### config.mk
export PLATFORM = sky130hd
export DESIGN_NAME = microwave_sequencer_flat
export DESIGN_NICKNAME = d
export VERILOG_FILES = /design/src/rtl/microwave_sequencer_pkg.sv /design/src/rtl/microwave_sequencer_if.sv /design/src/rtl/microwave_sequencer_bcd_mmss_down.sv /design/src/rtl/microwave_sequencer.sv /design/src/flat_wrapper.sv
export SDC_FILE = /design/constraint.sdc
export NUM_CORES = 1
export LEC_CHECK = 0
export ABC_AREA = 1
export CORE_MARGIN = 3
export CORE_UTILIZATION = 59
export DETAILED_ROUTE_END_ITERATION = 8
export PLACE_DENSITY = 0.91
export REMOVE_ABC_BUFFERS = 1
export SYNTH_ARGS = -nofsm -noshare
export SYNTH_HDL_FRONTEND = slang
export SYNTH_SLANG_ARGS = --single-unit
### constraint.sdc
create_clock -name clk -period 3.52 [get_ports clk]
set_clock_uncertainty 0.05 [all_clocks]
set_input_delay 0.352 -clock clk [delete_from_list [all_inputs] [get_ports clk]]
set_output_delay 0.352 -clock clk [all_outputs]
set_load 0.005 [all_outputs]
### src/rtl/microwave_sequencer_pkg.sv
// Shared encodings and BCD helpers for the microwave cooking-cycle controller.
package microwave_sequencer_pkg;

    localparam int BCD_W = 4;
    localparam logic [BCD_W-1:0] BCD_MAX_UNITS = 4'd9;
    localparam logic [BCD_W-1:0] BCD_MAX_TENS  = 4'd5;

    typedef logic [3:0] state_t;

    localparam state_t ST_IDLE  = 4'd0;
    localparam state_t ST_COOK  = 4'd2;
    localparam state_t ST_PAUSE = 4'd3;
    localparam state_t ST_DONE  = 4'd4;

    // m:ss where every digit is decimal and the seconds-tens digit stays below 6
    function automatic logic bcd_time_valid(input logic [3*BCD_W-1:0] t);
        return (t[2*BCD_W +: BCD_W] <= BCD_MAX_UNITS) &&
               (t[BCD_W   +: BCD_W] <= BCD_MAX_TENS)  &&
               (t[0       +: BCD_W] <= BCD_MAX_UNITS);
    endfunction

endpackage

### src/rtl/microwave_sequencer_if.sv
// Front-panel bundle: time/power/door/confirm inputs, display and actuator outputs.
interface microwave_sequencer_if;
    import microwave_sequencer_pkg::*;

    logic [3*BCD_W-1:0] t;
    logic               conf;
    logic [BCD_W-1:0]   r;
    logic               porta;
    logic [BCD_W-1:0]   led1;
    logic [BCD_W-1:0]   led2;
    logic [BCD_W-1:0]   led3;
    logic [BCD_W-1:0]   led4;
    logic               luz;
    logic               motor;
    logic               aquec;
    logic               som;
    state_t             est;

    modport master (
        output t, conf, r, porta,
        input  led1, led2, led3, led4, luz, motor, aquec, som, est
    );

    modport slave (
        input  t, conf, r, porta,
        output led1, led2, led3, led4, luz, motor, aquec, som, est
    );

endinterface

### src/rtl/microwave_sequencer_bcd_mmss_down.sv
// Loadable m:ss BCD down-counter; holds at 0:00 instead of wrapping.
module microwave_sequencer_bcd_mmss_down
    import microwave_sequencer_pkg::*;
(
    input  logic               clk,
    input  logic               rst_n,
    input  logic               load_i,
    input  logic [3*BCD_W-1:0] load_val_i,
    input  logic               dec_i,
    output logic [BCD_W-1:0]   min_o,
    output logic [BCD_W-1:0]   tens_o,
    output logic [BCD_W-1:0]   units_o,
    output logic               zero_o
);

    logic [BCD_W-1:0] min_q, min_d;
    logic [BCD_W-1:0] tens_q, tens_d;
    logic [BCD_W-1:0] units_q, units_d;
    logic             zero;

    assign zero = (min_q == '0) && (tens_q == '0) && (units_q == '0);

    always_comb begin
        min_d   = min_q;
        tens_d  = tens_q;
        units_d = units_q;
        if (load_i) begin
            {min_d, tens_d, units_d} = load_val_i;
        end else if (dec_i && !zero) begin
            if (units_q != '0) begin
                units_d = units_q - BCD_W'(1);
            end else begin
                units_d = BCD_MAX_UNITS;
                if (tens_q != '0) begin
                    tens_d = tens_q - BCD_W'(1);
                end else begin
                    tens_d = BCD_MAX_TENS;
                    min_d  = min_q - BCD_W'(1);
                end
            end
        end
    end

    always_ff @(posedge clk or negedge rst_n) begin
        if (!rst_n) begin
            min_q   <= '0;
            tens_q  <= '0;
            units_q <= '0;
        end else begin
            min_q   <= min_d;
            tens_q  <= tens_d;
            units_q <= units_d;
        end
    end

    assign min_o   = min_q;
    assign tens_o  = tens_q;
    assign units_o = units_q;
    assign zero_o  = zero;

endmodule

### src/rtl/microwave_sequencer.sv
// Cooking-cycle controller: latches m:ss and power, counts down per second,
// enforces the door interlock and drives light, turntable, heater and buzzer.
//
//   state    | meaning
//   ---------+---------------------------------------------------------
//   ST_IDLE  | display tracks t/r, waiting for a valid confirm
//   ST_COOK  | counting down, motor and light on, heater duty-cycled
//   ST_PAUSE | door open or stopped; count, prescaler and window held
//   ST_DONE  | buzzer sounds for BEEP_SECS, then back to idle
module microwave_sequencer
    import microwave_sequencer_pkg::*;
#(
    parameter int TICKS_PER_SEC = 1000,
    parameter int BEEP_SECS     = 3,
    parameter int DUTY_WINDOW   = 10
) (
    input  logic                 clk,
    input  logic                 rst_n,
    microwave_sequencer_if.slave mw
);

    localparam int PRESC_W  = (TICKS_PER_SEC > 1) ? $clog2(TICKS_PER_SEC) : 1;
    localparam int BEEP_CYC = BEEP_SECS * TICKS_PER_SEC;
    localparam int BEEP_W   = (BEEP_CYC > 1) ? $clog2(BEEP_CYC + 1) : 1;

    localparam logic [PRESC_W-1:0] PRESC_LAST = PRESC_W'(TICKS_PER_SEC - 1);
    localparam logic [BEEP_W-1:0]  BEEP_LOAD  = BEEP_W'(BEEP_CYC - 1);
    localparam logic [3:0]         WIN_LAST   = 4'(DUTY_WINDOW - 1);
    localparam logic [BCD_W-1:0]   R_CONT     = 4'd10;

    logic conf_s1_q, conf_s2_q, conf_s3_q;
    logic door_s1_q, door_s2_q;

    state_t state_q, state_d;

    logic [PRESC_W-1:0] presc_q, presc_d;
    logic [3:0]         win_q, win_d;
    logic [BEEP_W-1:0]  beep_q, beep_d;
    logic [BCD_W-1:0]   rlat_q, rlat_d;

    logic luz_q, luz_d;
    logic motor_q, motor_d;
    logic aquec_q, aquec_d;
    logic som_q, som_d;

    logic [BCD_W-1:0] cnt_min, cnt_tens, cnt_units;
    logic             cnt_zero;

    logic conf_rise, door, t_ok, t_zero;
    logic cnt_last, wrap, final_tick, advance, sec_tick, cnt_load;

    assign conf_rise = conf_s2_q & ~conf_s3_q;
    assign door      = door_s2_q;
    assign t_zero    = (mw.t == '0);
    assign t_ok      = bcd_time_valid(mw.t) && !t_zero;

    assign cnt_last   = (cnt_min == '0) && (cnt_tens == '0) && (cnt_units == BCD_W'(1));
    assign wrap       = (presc_q == PRESC_LAST);
    // The last second completes even if the door opened on the same edge.
    assign final_tick = (state_q == ST_COOK) && wrap && cnt_last;
    assign advance    = (state_q == ST_COOK) && (!door || final_tick);
    assign sec_tick   = advance && wrap;

    // In idle the count register mirrors t, which doubles as the load on start
    // and as the clear on cancel (t is zero then).
    assign cnt_load = (state_q == ST_IDLE) || (state_d == ST_IDLE);

    microwave_sequencer_bcd_mmss_down u_count (
        .clk        (clk),
        .rst_n      (rst_n),
        .load_i     (cnt_load),
        .load_val_i (mw.t),
        .dec_i      (sec_tick),
        .min_o      (cnt_min),
        .tens_o     (cnt_tens),
        .units_o    (cnt_units),
        .zero_o     (cnt_zero)
    );

    always_ff @(posedge clk or negedge rst_n) begin
        if (!rst_n) begin
            conf_s1_q <= 1'b0;
            conf_s2_q <= 1'b0;
            conf_s3_q <= 1'b0;
            door_s1_q <= 1'b0;
            door_s2_q <= 1'b0;
        end else begin
            conf_s1_q <= mw.conf;
            conf_s2_q <= conf_s1_q;
            conf_s3_q <= conf_s2_q;
            door_s1_q <= mw.porta;
            door_s2_q <= door_s1_q;
        end
    end

    always_ff @(posedge clk or negedge rst_n) begin
        if (!rst_n) begin
            state_q <= ST_IDLE;
            luz_q   <= 1'b0;
            motor_q <= 1'b0;
            aquec_q <= 1'b0;
            som_q   <= 1'b0;
        end else begin
            state_q <= state_d;
            luz_q   <= luz_d;
            motor_q <= motor_d;
            aquec_q <= aquec_d;
            som_q   <= som_d;
        end
    end

    always_comb begin
        state_d = state_q;
        case (state_q)
            ST_IDLE: begin
                if (conf_rise && t_ok) begin
                    state_d = door ? ST_PAUSE : ST_COOK;
                end
            end
            ST_COOK: begin
                if (final_tick || cnt_zero) begin
                    state_d = ST_DONE;
                end else if (door) begin
                    state_d = ST_PAUSE;
                end
            end
            ST_PAUSE: begin
                if (conf_rise) begin
                    if (t_zero) begin
                        state_d = ST_IDLE;
                    end else if (!door) begin
                        state_d = ST_COOK;
                    end
                end
            end
            ST_DONE: begin
                if (door || (beep_q == '0)) begin
                    state_d = ST_IDLE;
                end
            end
            default: state_d = ST_IDLE;
        endcase
    end

    always_comb begin
        presc_d = presc_q;
        win_d   = win_q;
        beep_d  = '0;
        rlat_d  = cnt_load ? mw.r : rlat_q;

        if (state_q == ST_IDLE) begin
            presc_d = '0;
            win_d   = '0;
        end else begin
            if (advance) begin
                presc_d = wrap ? '0 : presc_q + PRESC_W'(1);
            end
            if (sec_tick) begin
                win_d = (win_q == WIN_LAST) ? 4'd0 : win_q + 4'd1;
            end
        end

        if (state_d == ST_DONE) begin
            beep_d = (state_q == ST_DONE) ? beep_q - BEEP_W'(1) : BEEP_LOAD;
        end
    end

    always_ff @(posedge clk or negedge rst_n) begin
        if (!rst_n) begin
            presc_q <= '0;
            win_q   <= '0;
            beep_q  <= '0;
            rlat_q  <= '0;
        end else begin
            presc_q <= presc_d;
            win_q   <= win_d;
            beep_q  <= beep_d;
            rlat_q  <= rlat_d;
        end
    end

    // Outputs are decoded from next-state values so they line up with est.
    always_comb begin
        luz_d   = (state_d == ST_COOK) || door || (state_d == ST_DONE);
        motor_d = (state_d == ST_COOK);
        aquec_d = (state_d == ST_COOK) && ((rlat_d >= R_CONT) || (win_d < rlat_d));
        som_d   = (state_d == ST_DONE);
    end

    assign mw.est   = state_q;
    assign mw.led1  = cnt_min;
    assign mw.led2  = cnt_tens;
    assign mw.led3  = cnt_units;
    assign mw.led4  = rlat_q;
    assign mw.luz   = luz_q;
    assign mw.motor = motor_q;
    assign mw.aquec = aquec_q;
    assign mw.som   = som_q;

endmodule

### src/flat_wrapper.sv
// flat-port wrapper written by rule: the top's interface ports become plain ports
module microwave_sequencer_flat import microwave_sequencer_pkg::*;
#(
    parameter int TICKS_PER_SEC = 1000,
    parameter int BEEP_SECS     = 3,
    parameter int DUTY_WINDOW   = 10
)
  (clk, rst_n, mw_t, mw_conf, mw_r, mw_porta, mw_led1, mw_led2, mw_led3, mw_led4, mw_luz, mw_motor, mw_aquec, mw_som, mw_est);
  microwave_sequencer_if mw_i ();
  input  logic clk;
  input  logic rst_n;
  input wire logic [$bits(mw_i.t)-1:0] mw_t;
  input wire logic [$bits(mw_i.conf)-1:0] mw_conf;
  input wire logic [$bits(mw_i.r)-1:0] mw_r;
  input wire logic [$bits(mw_i.porta)-1:0] mw_porta;
  output wire logic [$bits(mw_i.led1)-1:0] mw_led1;
  output wire logic [$bits(mw_i.led2)-1:0] mw_led2;
  output wire logic [$bits(mw_i.led3)-1:0] mw_led3;
  output wire logic [$bits(mw_i.led4)-1:0] mw_led4;
  output wire logic [$bits(mw_i.luz)-1:0] mw_luz;
  output wire logic [$bits(mw_i.motor)-1:0] mw_motor;
  output wire logic [$bits(mw_i.aquec)-1:0] mw_aquec;
  output wire logic [$bits(mw_i.som)-1:0] mw_som;
  output wire logic [$bits(mw_i.est)-1:0] mw_est;
  assign mw_i.t = mw_t;
  assign mw_i.conf = mw_conf;
  assign mw_i.r = mw_r;
  assign mw_i.porta = mw_porta;
  assign mw_led1 = mw_i.led1;
  assign mw_led2 = mw_i.led2;
  assign mw_led3 = mw_i.led3;
  assign mw_led4 = mw_i.led4;
  assign mw_luz = mw_i.luz;
  assign mw_motor = mw_i.motor;
  assign mw_aquec = mw_i.aquec;
  assign mw_som = mw_i.som;
  assign mw_est = mw_i.est;
  microwave_sequencer #(.TICKS_PER_SEC(TICKS_PER_SEC), .BEEP_SECS(BEEP_SECS), .DUTY_WINDOW(DUTY_WINDOW)) u_core (.clk(clk), .rst_n(rst_n), .mw(mw_i));
endmodule
Word-level counts from Yosys, hierarchy flattened --
Cells that the tools add are included.
Storage, ports and cells: output and inout port bits 24, memories 0, bits in registers 55, latch bits 0, input port bits 20, memory bits (writable) 0, bits in read-only memories 0
Operators by class: order comparisons 5, $add $sub $neg 6, mux-type cells 29, $mul 0, shift operators 0, reductions and logical operators 36, divide/modulo/power cells 0, bitwise logic cells 2, equal/unequal tests 10
Operators by type and width (count):
- $mux W4 | 22
- $mux W10 | 3
- $logic_not A12 Y1 | 2
- $mux W12 | 2
- $logic_not A4 Y1 | 5
- $pmux W4 S4 | 1
- $logic_and A1 B1 Y1 | 13
- $eq A4 B2 Y1 const B | 3
- $sub A12 B1 Y12 const B | 1
- $sub A4 B1 Y4 const B | 3
- $add A10 B1 Y10 const B | 1
- $eq A10 B10 Y1 const B | 1
- $eq A4 B3 Y1 const B | 2
- $le A4 B4 Y1 const B | 2
- $reduce_bool A4 Y1 | 2
- $logic_or A1 B1 Y1 | 7
- $add A4 B1 Y4 const B | 1
- $eq A4 B1 Y1 const B | 1
- $eq A4 B4 Y1 const B | 1
- $ge A4 B4 Y1 const B | 1
- $le A4 B3 Y1 const B | 1
- $lt A4 B4 Y1 | 1
- $ne A2 B1 Y1 const B | 2
- $reduce_bool A2 Y1 | 2
- other kinds (6) | 8

Longest topological paths before layout --
Gate-level depths: netlist of the first run.
depth after elaboration 13, depth in mapped cells 21, mapped depth without buffers 20

Hierarchy --
A second synthesis of the first run with hierarchy kept.
Second synthesis, totals: cell total of the unflattened synthesis 458, area, all modules 3398.3 um2
Modules (own cells, without submodules):
- microwave_sequencer | cells an instance 327, instances 1, area an instance 2487.4 um2
- microwave_sequencer_bcd_mmss_down | cells an instance 131, instances 1, area an instance 910.9 um2

Worst setup path after synthesis of the first run --
No wires, ideal clock.
kind reg-to-reg, start register u_core.u_count.min_q[0], in the netlist u_core.u_count.min_o[0], end register u_core.aquec_q, in the netlist u_core.mw.aquec, setup slack 1.119 ns, arrival time 2.274 ns, buffers on the path 1, setup time 0.077 ns, cell stages (with the launch flop) 19, required time 3.393 ns, cells stage by stage dfrtp_1 inv_1 ha_1 nand2_1 nor2_4 nand2_1 nand2_1 nor2_1 nor2_4 nand3_2 nand2_2 buf_2 nand2_1 o21ai_1 inv_1 ha_1 a21oi_1 nand2_1 a21oi_1
Between the ends: longest elaborated chain between the ends 13
RTL lines:
- from (decl) | line microwave_sequencer_bcd_mmss_down.sv:16 | logic [BCD_W-1:0] min_q, min_d;
- from (signal assigned) | line microwave_sequencer_bcd_mmss_down.sv:50 | min_q <= min_d;
- $logic_not A4 Y1 (*) | line microwave_sequencer_bcd_mmss_down.sv:21, microwave_sequencer.sv:57
- $logic_and A1 B1 Y1 (*) | line microwave_sequencer_bcd_mmss_down.sv:21, microwave_sequencer.sv:57
- $logic_and A1 B1 Y1 | line microwave_sequencer.sv:57 | assign cnt_last = (cnt_min == '0) && (cnt_tens == '0) && (cnt_units == BCD_W'(1));
- $logic_and A1 B1 Y1 | line microwave_sequencer.sv:60 | assign final_tick = (state_q == ST_COOK) && wrap && cnt_last;
- $logic_or A1 B1 Y1 (*) | line microwave_sequencer.sv:121 | if (final_tick || cnt_zero) begin
- $mux W4 (*) | line microwave_sequencer.sv:121
- $pmux W4 S4 (*) | line microwave_sequencer.sv:114 | case (state_q)
- $logic_not A4 Y1 (*) | line microwave_sequencer.sv:66 | assign cnt_load = (state_q == ST_IDLE) || (state_d == ST_IDLE);
- $logic_or A1 B1 Y1 (*) | line microwave_sequencer.sv:66
- $mux W4 (*) | line microwave_sequencer.sv:149 | rlat_d = cnt_load ? mw.r : rlat_q;
- net u_core.rlat_d[3] | line microwave_sequencer.sv:39 | logic [BCD_W-1:0] rlat_q, rlat_d;
- $ge A4 B4 Y1 or $lt A4 B4 Y1 (tied branches) | line microwave_sequencer.sv:186 | aquec_d = (state_d == ST_COOK) && ((rlat_d >= R_CONT) || (win_d < rlat_d));
- $logic_or A1 B1 Y1 (*) | line microwave_sequencer.sv:186
- $logic_and A1 B1 Y1 (*) | line microwave_sequencer.sv:186
- net u_core.aquec_d | line microwave_sequencer.sv:43 | logic aquec_q, aquec_d;
- to (signal assigned) | line microwave_sequencer.sv:107 | aquec_q <= aquec_d;
- to (decl) | line microwave_sequencer.sv:43
Mark *: on every way through the listed nets, which the timed path passes. The rest lies on a longest branch. A chain may end at the register's enable or synchronous reset.

Final worst setup path of the first run --
start register u_core.presc_q[1], end register u_core.aquec_q, in the netlist u_core.mw.aquec
Between the ends: longest elaborated chain between the ends 12
RTL lines:
- from (decl) | line microwave_sequencer.sv:36 | logic [PRESC_W-1:0] presc_q, presc_d;
- from (signal assigned) | line microwave_sequencer.sv:175 | presc_q <= presc_d;
- $eq A10 B10 Y1 (*) | line microwave_sequencer.sv:58 | assign wrap = (presc_q == PRESC_LAST);
- $logic_and A1 B1 Y1 (*) (2 in a row) | line microwave_sequencer.sv:60
- $logic_or A1 B1 Y1 (*) | line microwave_sequencer.sv:121
- $mux W4 (*) | line microwave_sequencer.sv:121
- $pmux W4 S4 (*) | line microwave_sequencer.sv:114
- $logic_not A4 Y1 (*) | line microwave_sequencer.sv:66
- $logic_or A1 B1 Y1 (*) | line microwave_sequencer.sv:66
- $mux W4 (*) | line microwave_sequencer.sv:149
- net u_core.rlat_d[1] | line microwave_sequencer.sv:39
- $ge A4 B4 Y1 or $lt A4 B4 Y1 (tied branches) | line microwave_sequencer.sv:186
- $logic_or A1 B1 Y1 (*) | line microwave_sequencer.sv:186
- $logic_and A1 B1 Y1 (*) | line microwave_sequencer.sv:186
- net u_core.aquec_d | line microwave_sequencer.sv:43
Marked as above.

==> results.cfg, run 1 <==
[power]
p_comb_share_pct = 13.8
internal-power_w = 0.000891
netSwitchingFraction_pct = 25.6
power_frac_clock_pct = 30.0
design_power_total_w = 0.00120
power_frac_seq_pct = 56.2
p_sw_w = 0.000307
power_density_nw_per_um2 = 331
ir_drop_mv = 0.235
leakagePower_nw = 1.78

[cts]
clk_pin_slew_ns = 0.10
ctsResizeCount = 0
post_cts_buffers = 0
htreeDepth = 2
insertion_delay_ns = 0.31
clockBufferDepth = 2
cts_hold_buf = 1
cts_root_buf = clkbuf_8
cts_sinks = 55
cts_tree = built
cts-buffers-inserted = 5

[worst_setup_path]
path_class = reg -> reg
cp_num_buf_inv = 2
crit_top_cell = nand2_1
path_delay_family = simple AND/OR/NAND/NOR gates
regToRegSetupSlack_ns = 0.42
required_ns = 3.70
slowest_stage = dfrtp_1
rr_endpoint = u_core.mw.aquec$_DFF_PN0_
path_cells = ha_1, nand2_1, nor2_1, nand3_1, o21ai_0, nand2_1, nand3_2, nand2_2, inv_2, nand2_1, nand2_1, inv_1, ha_1, nand2_1, nand2_1, nand2_1, nand2_1, a21oi_1
crit_arrival_ns = 3.28
slowest_delay_ns = 0.38
path_max_fanout = 21
ff2ff_path_depth = 18
rr_startpoint = u_core.presc_q[1]$_DFFE_PN0P_
crit_path_end_kind = flip-flop
cp-start-kind = flip-flop

[detailed_routing]
drt_iter0_markers = 175
final_antenna_net_count = 0
num_vias = 2643
routed_wl_um = 6450
via_per_inst = 5.40
routedWlPerCell_um = 13.2
firstDrtPassIters = 5
drc = 0

[sta]
setup_slack_ns = 0.421
fin_crit_sh_pct = 88.0
hold_slack_ns = 0.311
setup_viol = 0
hold_viol_final = 0
fin_tns_setup_ns = 0
fmax_mhz = 323
worst_pin_slew_ns = 0.981
relSlewSlack_pct = 34.1
rsz0062_at_grt = false
period_minus_slack_ns = 3.10
slew_violations = 0

[synthesis]
async_reset_ff_share_pct = 100
synth-compound-area-share_pct = 14.1
synth_cells = 374
synthFlopType = dfrtp_1
synth_fa_ha_area_share_pct = 2.89
syn_area_sq_um = 3030
synth-seq-area-share_pct = 45.5
synthMuxAreaShare_pct = 0.372
synth_top_family_by_area = simple AND/OR/NAND/NOR gates
synth-xor-area-share_pct = 2.32
synth-seq-cells = 55
yosys.area_share.simple_pct = 27.1
syn_avg_cell_area_sq_um = 8.09
synth.distinct_cells = 46
yosysWarnings = 0
synth_edf_count = 0

[floorplanning]
die_area_sq_um = 6030
start_util_pct = 62.4
die_h_um = 77.6
ios = 44
coreArea_sq_um = 4850
rows = 25
dieWidth_um = 77.6

[layout]
synthToLayoutAreaGrowth_pct = 19.6
final_common_cell = nand2_1
diodes = 0
mostFrequentLayoutCells = nand2_1 (75), dfrtp_1 (55), inv_1 (51)
fin_nets = 449
post-route-util_pct = 74.6
drive_gt1_share_pct = 8.06

[worst_hold_path]
worstHoldPathType = reg -> reg
min_path_cells = 0
hp-start = u_core.conf_s1_q$_DFF_PN0_
whs_endpoint = u_core.conf_s2_q$_DFF_PN0_

[place]
gp_congestion = 0.873
io_buffers = 43
dp_hpwl_um = 4900
dp_slack_ns = 0.389

[status]
outcome = complete, no violations

[global_route]
antenna_found_initial = 0
gr-total-overflow = 0
grt_max_degree = 34
grt_pass1_vias = 2479
grt_usage_pct = 22.8
grt_pass1_wl_um = 11100

[run]
maxCapViolCount = 0
==> sequential cells by signal, summed over array words and instances (netlist names), 4 cells and up <==
| signal | cells |
|---|---|
| u_core.beep_q | 12 |
| u_core.presc_q | 10 |
| u_core.u_count.units_o | 4 |
| u_core.u_count.min_o | 4 |
| u_core.mw.est | 4 |
| u_core.u_count.tens_o | 4 |
| u_core.win_q | 4 |
| u_core.mw.led4 | 4 |
==> layer usage <==
| layer | vias to the layer above | GRT usage [%] | routed length, um | part of all wire, % |
|---|---|---|---|---|
| li1 | 1311 | - | - | - |
| met1 | 1241 | 30.1 | 2880 | 45 |
| met2 | 81 | 38.7 | 3160 | 49 |
| met3 | 10 | 3.60 | 308 | 4.8 |
| met4 | 0 | 6.58 | 90 | 1.4 |
| met5 | - | 0 | 0 | 0 |
==> stage by stage <==
stage / cells / cell area [sq um]
6_report: 489 / 3620
2_1_floorplan: 370 / 3000
4_1_cts: 489 / 3620
5_1_grt: 489 / 3620
3_3_place_gp: 481 / 3520
3_5_place_dp: 481 / 3520
==> cells by family after synthesis <==
group | count (synthesis)
compound gates | 72
xor+xnor | 8
fa+ha+maj | 7
buf+inv | 58
flops | 55
mux | 1
other cells | 1
simple gates | 172
==> final cells by class <==
| cell class | count | area (sq um) |
|---|---|---|
| clock buffer | 6 | 82.6 |
| timing repair buffer | 45 | 443 |
| inverter | 54 | 203 |
| fill | 351 | 1230 |
| multi-input combinational | 261 | 1420 |
| sequential | 55 | 1380 |
| tap | 67 | 83.8 |
| clock inverter | 1 | 8.76 |
==> cell usage after synthesis (4+ instances only) <==
library cell | n | area (sq um)
inv_1 | 51 | 191
ha_1 | 7 | 87.6
nand2_1 | 75 | 282
o21ai_1 | 4 | 20.0
xor2_1 | 5 | 43.8
nor2_2 | 5 | 31.3
o21ai_0 | 21 | 105
dfrtp_1 | 55 | 1380
nor3_1 | 7 | 35.0
nor2_1 | 43 | 161
nand3_1 | 16 | 80.1
nand4_1 | 4 | 25.0
a21oi_1 | 24 | 120
a31oi_1 | 7 | 43.8
==> power by group through the flow <==
stage	combinational, W	sequential [W]	clock [W]
3_5_place_dp	0.000164	0.000686	0
6_report	0.000165	0.000674	0.000360
3_3_place_gp	0.000162	0.000685	0
5_1_grt	0.000185	0.000677	0.000393
4_1_cts	0.000167	0.000674	0.000364
2_1_floorplan	0.0000759	0.000684	0
==> how the worst max path moves through the flow <==
stage | from | end | slack, ns | cells past startpoint
3_3_place_gp | mw_t[3] | u_core.mw.aquec$_DFF_PN0_ | 0.54 | 20
6_report | u_core.presc_q[1]$_DFFE_PN0P_ | u_core.mw.aquec$_DFF_PN0_ | 0.42 | 18
3_5_place_dp | mw_t[0] | u_core.mw.aquec$_DFF_PN0_ | 0.39 | 20
4_1_cts | u_core.presc_q[1]$_DFFE_PN0P_ | u_core.mw.aquec$_DFF_PN0_ | 0.40 | 18
2_1_floorplan | u_core.u_count.min_o[0]$_DFFE_PN0P_ | u_core.mw.aquec$_DFF_PN0_ | 0.97 | 19
5_1_grt | u_core.presc_q[1]$_DFFE_PN0P_ | u_core.mw.aquec$_DFF_PN0_ | 0.1 | 18
==> worst register-to-register path, stage by stage (launching register included) <==
cell and delay [ns]:
dfrtp_1 0.38, ha_1 0.25, nand2_1 0.10, nor2_1 0.13
nand3_1 0.21, o21ai_0 0.21, nand2_1 0.12, nand3_2 0.11
nand2_2 0.22, inv_2 0.33, nand2_1 0.08, nand2_1 0.11
inv_1 0.05, ha_1 0.28, nand2_1 0.08, nand2_1 0.07
nand2_1 0.06, nand2_1 0.05, a21oi_1 0.12
(Power assumes the default switching activity.)
==> run 2: changes to the inputs <==
--- a/config.mk
+++ b/config.mk
@@ -8,6 +8,7 @@
 export ABC_AREA = 1
 export CORE_MARGIN = 3
 export CORE_UTILIZATION = 59
+export CTS_CLUSTER_SIZE = 24
 export DETAILED_ROUTE_END_ITERATION = 8
 export PLACE_DENSITY = 0.91
 export REMOVE_ABC_BUFFERS = 1
==> results of run 2 <==
No change in the layout: final DEF, timing and power equal those of run 1.
